===== src/rtl/uart_cmd_pkg.sv =====
// uart_cmd_pkg
// Shared types and constants for the UART command-frame receiver.
//   state_t      : frame assembly state (opcode, data high, data low)
//   FRAME_BYTES  : bytes per command frame
//   *_MSB/*_LSB  : positions of the three byte fields inside the 24-bit command
package uart_cmd_pkg;

  typedef enum logic [1:0] {
    WAIT_OP = 2'd0,
    WAIT_HI = 2'd1,
    WAIT_LO = 2'd2
  } state_t;

  localparam int FRAME_BYTES = 3;

  localparam int OP_MSB = 23;
  localparam int OP_LSB = 16;
  localparam int HI_MSB = 15;
  localparam int HI_LSB = 8;
  localparam int LO_MSB = 7;
  localparam int LO_LSB = 0;

endpackage


===== src/rtl/uart_cmd_rx_timer.sv =====
// cmd_timeout_timer
// Inter-byte timeout counter for the command-frame receiver.
//   clk, rst_n : clock, asynchronous active-low reset
//   enable     : count while high; counter is held at 0 while low
//   restart    : restart counting from 0 (a byte was just captured)
//   expire     : high for one cycle while the count sits at TIMEOUT_CLKS-1
//                with no restart in that cycle
module cmd_timeout_timer #(
  parameter int TIMEOUT_CLKS = 100_000
) (
  input  logic clk,
  input  logic rst_n,
  input  logic enable,
  input  logic restart,
  output logic expire
);

  localparam int CW = $clog2(TIMEOUT_CLKS);
  localparam logic [CW-1:0] LAST = CW'(TIMEOUT_CLKS - 1);

  logic [CW-1:0] count_q;

  // A restart in the expiry cycle wins, so the byte is taken instead.
  assign expire = enable && !restart && (count_q == LAST);

  // NOTE: sequential state uses non-blocking assignments so every register
  // samples the pre-edge values, independent of block evaluation order.
  always_ff @(posedge clk or negedge rst_n) begin
    if (!rst_n) begin
      count_q <= '0;
    end else if (!enable || restart || expire) begin
      count_q <= '0;
    end else begin
      count_q <= count_q + 1'b1;
    end
  end

endmodule


===== src/rtl/uart_cmd_rx.sv =====
// uart_cmd_rx
// Assembles three received UART bytes (opcode, data high, data low) into one
// 24-bit command with a sticky ready flag. A partial frame is discarded when
// the gap between its bytes reaches TIMEOUT_CLKS clocks.
//   clk, rst_n   : clock, asynchronous active-low reset
//   rx_rdy       : byte-ready level from the receiver
//   rx_data      : received byte, valid while rx_rdy=1
//   clr_rx_rdy   : consume strobe back to the receiver (equals rx_rdy)
//   cmd          : last complete frame {opcode, data_hi, data_lo}
//   cmd_rdy      : sticky, cmd holds an unread frame
//   clr_cmd_rdy  : consumer acknowledge, clears cmd_rdy and overrun
//   overrun      : sticky, a frame overwrote cmd while cmd_rdy was set
//   frame_err    : one-cycle pulse after a partial frame timed out
//   busy         : a frame is partially received
module uart_cmd_rx
  import uart_cmd_pkg::*;
#(
  parameter int TIMEOUT_CLKS = 100_000
) (
  input  logic        clk,
  input  logic        rst_n,
  input  logic        rx_rdy,
  input  logic [7:0]  rx_data,
  output logic        clr_rx_rdy,
  output logic [23:0] cmd,
  output logic        cmd_rdy,
  input  logic        clr_cmd_rdy,
  output logic        overrun,
  output logic        frame_err,
  output logic        busy
);

  state_t     state_q, state_d;
  logic [7:0] op_q, hi_q;
  logic       capture;
  logic       load_op, load_hi, frame_done;
  logic       timer_expire;
  logic       overrun_set;

  // The receiver holds rx_rdy until cleared, and we always accept at once.
  assign capture    = rx_rdy;
  assign clr_rx_rdy = rx_rdy;
  assign busy       = (state_q != WAIT_OP);

  cmd_timeout_timer #(
    .TIMEOUT_CLKS (TIMEOUT_CLKS)
  ) u_timer (
    .clk     (clk),
    .rst_n   (rst_n),
    .enable  (busy),
    .restart (capture),
    .expire  (timer_expire)
  );

  always_ff @(posedge clk or negedge rst_n) begin
    if (!rst_n) begin
      state_q <= WAIT_OP;
    end else begin
      state_q <= state_d;
    end
  end

  // NOTE: every output of this block is given a default first so no path
  // leaves a signal unassigned, which would infer a latch.
  always_comb begin
    state_d    = state_q;
    load_op    = 1'b0;
    load_hi    = 1'b0;
    frame_done = 1'b0;
    unique case (state_q)
      WAIT_OP: begin
        if (capture) begin
          load_op = 1'b1;
          state_d = WAIT_HI;
        end
      end
      WAIT_HI: begin
        if (capture) begin
          load_hi = 1'b1;
          state_d = WAIT_LO;
        end else if (timer_expire) begin
          state_d = WAIT_OP;
        end
      end
      WAIT_LO: begin
        if (capture) begin
          frame_done = 1'b1;
          state_d    = WAIT_OP;
        end else if (timer_expire) begin
          state_d = WAIT_OP;
        end
      end
      default: state_d = WAIT_OP;
    endcase
  end

  // Stale op/hi bytes after a timeout are harmless: they are always
  // rewritten before the next frame can complete.
  always_ff @(posedge clk or negedge rst_n) begin
    if (!rst_n) begin
      op_q <= '0;
      hi_q <= '0;
    end else begin
      if (load_op) op_q <= rx_data;
      if (load_hi) hi_q <= rx_data;
    end
  end

  always_ff @(posedge clk or negedge rst_n) begin
    if (!rst_n) begin
      cmd <= '0;
    end else if (frame_done) begin
      cmd[OP_MSB:OP_LSB] <= op_q;
      cmd[HI_MSB:HI_LSB] <= hi_q;
      cmd[LO_MSB:LO_LSB] <= rx_data;
    end
  end

  // Completion beats acknowledge so a frame landing with the ack is not lost.
  assign overrun_set = frame_done && cmd_rdy && !clr_cmd_rdy;

  always_ff @(posedge clk or negedge rst_n) begin
    if (!rst_n) begin
      cmd_rdy   <= 1'b0;
      overrun   <= 1'b0;
      frame_err <= 1'b0;
    end else begin
      if (frame_done)       cmd_rdy <= 1'b1;
      else if (clr_cmd_rdy) cmd_rdy <= 1'b0;

      if (overrun_set)      overrun <= 1'b1;
      else if (clr_cmd_rdy) overrun <= 1'b0;

      // Expiry only fires with no capture, so the frame is truly abandoned.
      frame_err <= timer_expire;
    end
  end

endmodule


===== config.mk =====
export PLATFORM = sky130hd
export DESIGN_NAME = uart_cmd_rx
export DESIGN_NICKNAME = d
export VERILOG_FILES = /design/src/rtl/uart_cmd_pkg.sv /design/src/rtl/uart_cmd_rx_timer.sv /design/src/rtl/uart_cmd_rx.sv
export SDC_FILE = /design/constraint.sdc
export NUM_CORES = 1
export LEC_CHECK = 0
export BUFFER_PORTS_ARGS = -buffer_cell sky130_fd_sc_hd__buf_2
export CAP_MARGIN = 10
export CORE_ASPECT_RATIO = 0.9
export CORE_MARGIN = 10
export CORE_UTILIZATION = 24
export DETAILED_ROUTE_END_ITERATION = 6
export PLACE_DENSITY = 0.46
export SKIP_LAST_GASP = 1
export SLEW_MARGIN = 15
export SYNTH_ARGS = -nofsm -noshare
export SYNTH_HDL_FRONTEND = slang
export SYNTH_HIERARCHICAL = 1
export SYNTH_SLANG_ARGS = --single-unit

===== constraint.sdc =====
create_clock -name clk -period 5 [get_ports clk]
set_input_delay 0.75 -clock clk [delete_from_list [all_inputs] [get_ports clk]]
set_output_delay 0.75 -clock clk [all_outputs]
set_load 0.02 [all_outputs]

# Yosys cells after proc, flatten, opt, wreduce, memory -nomap -nowiden
# Index checks and enable logic that the tools add are counted.
# W data, S select, Z words.
dict set report totals {
  ff_bits 62
  inputBits 12
  out_inout_bits 29
  wordCells 39
}
dict set report classes {
  n_addsub 1
  eq_ne 4
  n_mux 13
  n_reduce_logical 13
}
# op n
set ops {}
lappend ops {{$add A17 B1 Y17 const B} 1}
lappend ops {{$eq A17 B17 Y1 const B} 1}
lappend ops {{$mux W17} 1}
lappend ops {{$mux W2} 4}
lappend ops {{$mux W1} 7}
lappend ops {{$pmux W2 S3} 1}
lappend ops {{$reduce_bool A2 Y1} 3}
lappend ops {{$logic_and A1 B1 Y1} 4}
lappend ops {{$logic_not A1 Y1} 3}
lappend ops {{$eq A2 B1 Y1 const B} 1}
lappend ops {{$eq A2 B2 Y1 const B} 1}
lappend ops {{$logic_not A2 Y1} 1}
lappend ops {{$logic_or A1 B1 Y1} 2}
lappend ops {{$ne A2 B2 Y1 const B} 1}

# Depth between registers and ports, before layout
dict set report depth {
  ltp_word 6
  ltp_mapped 7
}

# Cells and area by module
# The synthesis kept the hierarchy.
# module n_inst cells_each area_per_inst_um2
set modules_own_cells {}
lappend modules_own_cells {uart_cmd_rx 1 101 1717.9}
lappend modules_own_cells {cmd_timeout_timer 1 88 895.9}

# Worst setup path after synthesis
# Ideal clock, no wire load.
dict set report synth_timing {
  path_type {input-to-output}
  from {input rx_rdy}
  to {output clr_rx_rdy}
  t_arrival_ps 884
  t_required_ps 4250
  slack_ps 3366
  path_stages 1
  n_path_buf 1
  cell_sequence {buf_4}
}
# item line
set synth_rtl {}
lappend synth_rtl {{start, declared} uart_cmd_rx.sv:22} ;# input logic rx_rdy,
lappend synth_rtl {{end, declared} uart_cmd_rx.sv:24} ;# output logic clr_rx_rdy,
# No word-level cell between the ends.

# Worst setup path in the final report
dict set report layout_timing {
  from {register state_q[0]}
  to {output busy}
}
dict set report layout_between {
  elab_chain_len 1
}
# item line
set layout_lines {}
lappend layout_lines {{start, declared} uart_cmd_rx.sv:33} ;# state_t state_q, state_d;
lappend layout_lines {{start signal, assigned} uart_cmd_rx.sv:59} ;# state_q <= state_d;
lappend layout_lines {{$reduce_bool A2 Y1} uart_cmd_rx.sv:43} ;# assign busy = (state_q != WAIT_OP);
lappend layout_lines {{end, declared} uart_cmd_rx.sv:30} ;# output logic busy
# Every way passes these cells.

==> impl_metrics.csv <==
group,metric,value,unit
outcome,outcome,"completed",
synth,yosysTopAreaCell,"dfrtp_1",
global_routing,antenna_found_initial,0,
cells_and_area,area_growth,25.3,%
detailed_routing,drtIter0Drc,27,
sta,slew_headroom,46.7,%
clocking,path_clk_slew,0.05,ns
power_and_ir_drop,swShare,30.1,%
place,portBuffers,40,
clocking,cts_tree,"done",
synth,synth_cell_types,33,
worst_setup_path,r2r-end,"u_timer/count_q[4]",
floorplanning,start_util,24.4,%
sta,period_needed,2.07,ns
run,drv_cap,0,
power_and_ir_drop,ir_worst_vdd,0.236,mV
power_and_ir_drop,p_int,1420,uW
worst_setup_path,reg2reg_from,"u_timer/count_q[0]",
sta,finalHoldViolations,0,
synth,yosysWarnings,6,
detailed_routing,wirelength,5.24,mm
place,hpwl,3.61,mm
worst_setup_path,crit_type,"flop to output port",
worst_setup_path,crit_required,4.25,ns
clocking,cts_sinks,62,
clocking,ctsRootBufferMaster,"clkbuf_16",
place,place_inst,358,
clocking,cts_buffers,9,
synth,syn_nets,202,
cells_and_area,nets,249,
worst_setup_path,reg2reg_slack,3.19,ns
floorplanning,rows,36,
sta,fin_skew,0.00325,ns
clocking,clockBufferDepth,2,
sta,finalMaxSlewViolations,0,
power_and_ir_drop,pwr_density_cell,620,nW/um2
synth,synth_top_area_share,59.4,%
cells_and_area,fillers,1115,
floorplanning,die_h,119,um
synth,postSynthAreaPerCell,13.8,um2
synth,ys_seq_elements,62,
detailed_routing,first_pass_iters,4,
detailed_routing,drt-vias-per-instance,4.17,
floorplanning,fp.dieW,130,um
power_and_ir_drop,clkPwrFrac,33.8,%
synth,ys_top_cells_by_area,"dfrtp_1 (59%), mux2_2 (17%), xnor2_1 (4.7%)",
detailed_routing,postRouteAntennaNets,0,
floorplanning,die_area,15500,um2
synth,synth_seq_area_share,59.4,%
worst_setup_path,endpoint,"busy",
global_routing,grt_pass1_wl,8.88,mm
global_routing,grt.total_usage,7.41,%
min_path,hp-class,"flop to flop",
sta,fmax,484,MHz
place,gp_congestion,0.738,
sta,worst_pin_slew,0.800,ns
clocking,h-tree-depth,3,
clocking,insertion_delay,0.32,ns
power_and_ir_drop,p_leak,0.00145,uW
clocking,postCtsSetupRepairBufs,0,
cells_and_area,layout_common_cells,"dfrtp_1 (62), buf_2 (40), mux2_2 (39)",
global_routing,grt-ovfl-total,0,
cells_and_area,final_common_cell,"dfrtp_1",
clocking,ctsResizeCount,0,
detailed_routing,via_count,1560,
cells_and_area,seq_area,1550,um2
synth,synthCells,189,
worst_setup_path,rr_worst_depth,5,
sta,finalSetupViolations,0,
worst_setup_path,critPathLaunchType,"flop",
floorplanning,core_area,10700,um2
power_and_ir_drop,power_frac_comb,27.6,%
worst_setup_path,startpoint,"state_q[0]",
clocking,holdBufCountCts,0,
cells_and_area,finalNonFillerCells,374,
sta,rsz0062_at_grt,"false",
floorplanning,ios,41,
global_routing,grt_max_degree,63,
sta,post-route-period-util,41.3,%
detailed_routing,wl_per_cell,14.0,um
cells_and_area,post_route_cells_drive_above_1_share,44.4,%
global_routing,grt_pass1_vias,1663,
cells_and_area,multi_input_area,995,um2
detailed_routing,drc,0,
worst_setup_path,path_max_fanout,7,
sta,tns,0,ns
min_path,hold-path-cell-count,1,
cells_and_area,diodes,0,
synth,netlist_area,2610,um2
power_and_ir_drop,switchingPower,612,uW
worst_setup_path,cp-end-kind,"output port",
worst_setup_path,arrival,1.32,ns
power_and_ir_drop,p_seq_share,38.6,%
==> final cells by class <==
class                           instances  area share (%)
Clock buffer                           13            8.25
Clock inverter                          3            1.99
Inverter                                5           0.573
Tap cell                              133            5.08
Sequential cell                        62            47.4
Timing Repair Buffer                   41            6.34
Multi-Input combinational cell        117            30.4
==> metal layers <==
metal	GRT usage, %	part of all wire, %	up-vias
met3	2.62	3.5	11
met4	4.85	3.0	0
met5	0	0	-
met1	9.30	47	773
met2	10.5	46	33
li1	-	-	743
==> synth_stat cells <==
cell type / number
nor4bb_1: 1
and4bb_1: 1
nand2_1: 5
buf_6: 3
nor4_1: 2
o22ai_1: 1
nand3_1: 5
or2b_1: 1
inv_1: 5
or3b_2: 1
nor3b_4: 1
nand2b_1: 3
mux2_2: 39
dfrtp_1: 62
nor2_1: 20
nand4_4: 1
mux2_1: 1
nand3b_2: 1
nor3_1: 4
nand4_1: 2
nor4_2: 2
nand4b_1: 1
or2_2: 1
nor2_2: 2
xnor2_1: 14
nor4b_1: 1
or4b_1: 1
nand3b_4: 1
nand4_2: 2
ha_1: 1
buf_4: 2
xor2_1: 1
a21oi_1: 1
==> registers in the layout, summed over array words and instances, names as in the netlist <==
register	flops
cmd	24
hi_q	8
cmd_rdy	1
frame_err	1
u_timer/count_q	17
overrun	1
state_q	2
op_q	8
==> worst min-delay path by stage <==
stage	start	end	slack, ns
after floorplan	rst_n	cmd[0]	0.45
after global placement	cmd[5]	cmd[5]	0.47
after detailed placement	cmd[5]	cmd[5]	0.48
after CTS	cmd[5]	cmd[5]	0.50
after global routing	cmd[22]	cmd[22]	0.51
final	cmd[5]	cmd[5]	0.49
==> metrics by stage <==
stage	hold slack [ns]	util (%)	power (uW)	cell area [um2]	setup WS (ns)
after detailed placement	0.485	27.4	1370	2940	3.02
after global routing	0.506	30.5	2160	3270	2.87
final	0.490	30.5	2030	3270	2.93
after floorplan	0.454	-	1180	2610	3.37
after global placement	0.472	27.4	1360	2940	3.04
after CTS	0.496	30.5	2080	3270	2.90
==> kinds of logic (layout without fill, tap and decap cells) <==
family,after synthesis,count (layout),synth area share [%]
flops,62,62,59.4
simple gates,59,59,14.9
mux,40,40,17.2
xor+xnor,15,15,5.03
buf+inv,10,62,2.58
compound gates,2,2,0.431
fa+ha+maj,1,1,0.479
==> power groups by stage <==
stage	combinational, uW	sequential (uW)	clock [uW]
floorplan	279	902	0
global placement	572	789	0
detailed placement	578	795	0
CTS	580	787	709
global route	616	810	733
finish	561	783	685
==> critical path, cell delays in order, from the launching register on <==
cell and delay [ns]:
dfrtp_1 0.46, or2_2 0.36, buf_2 0.17
Power figures use the tool's default switching activity.
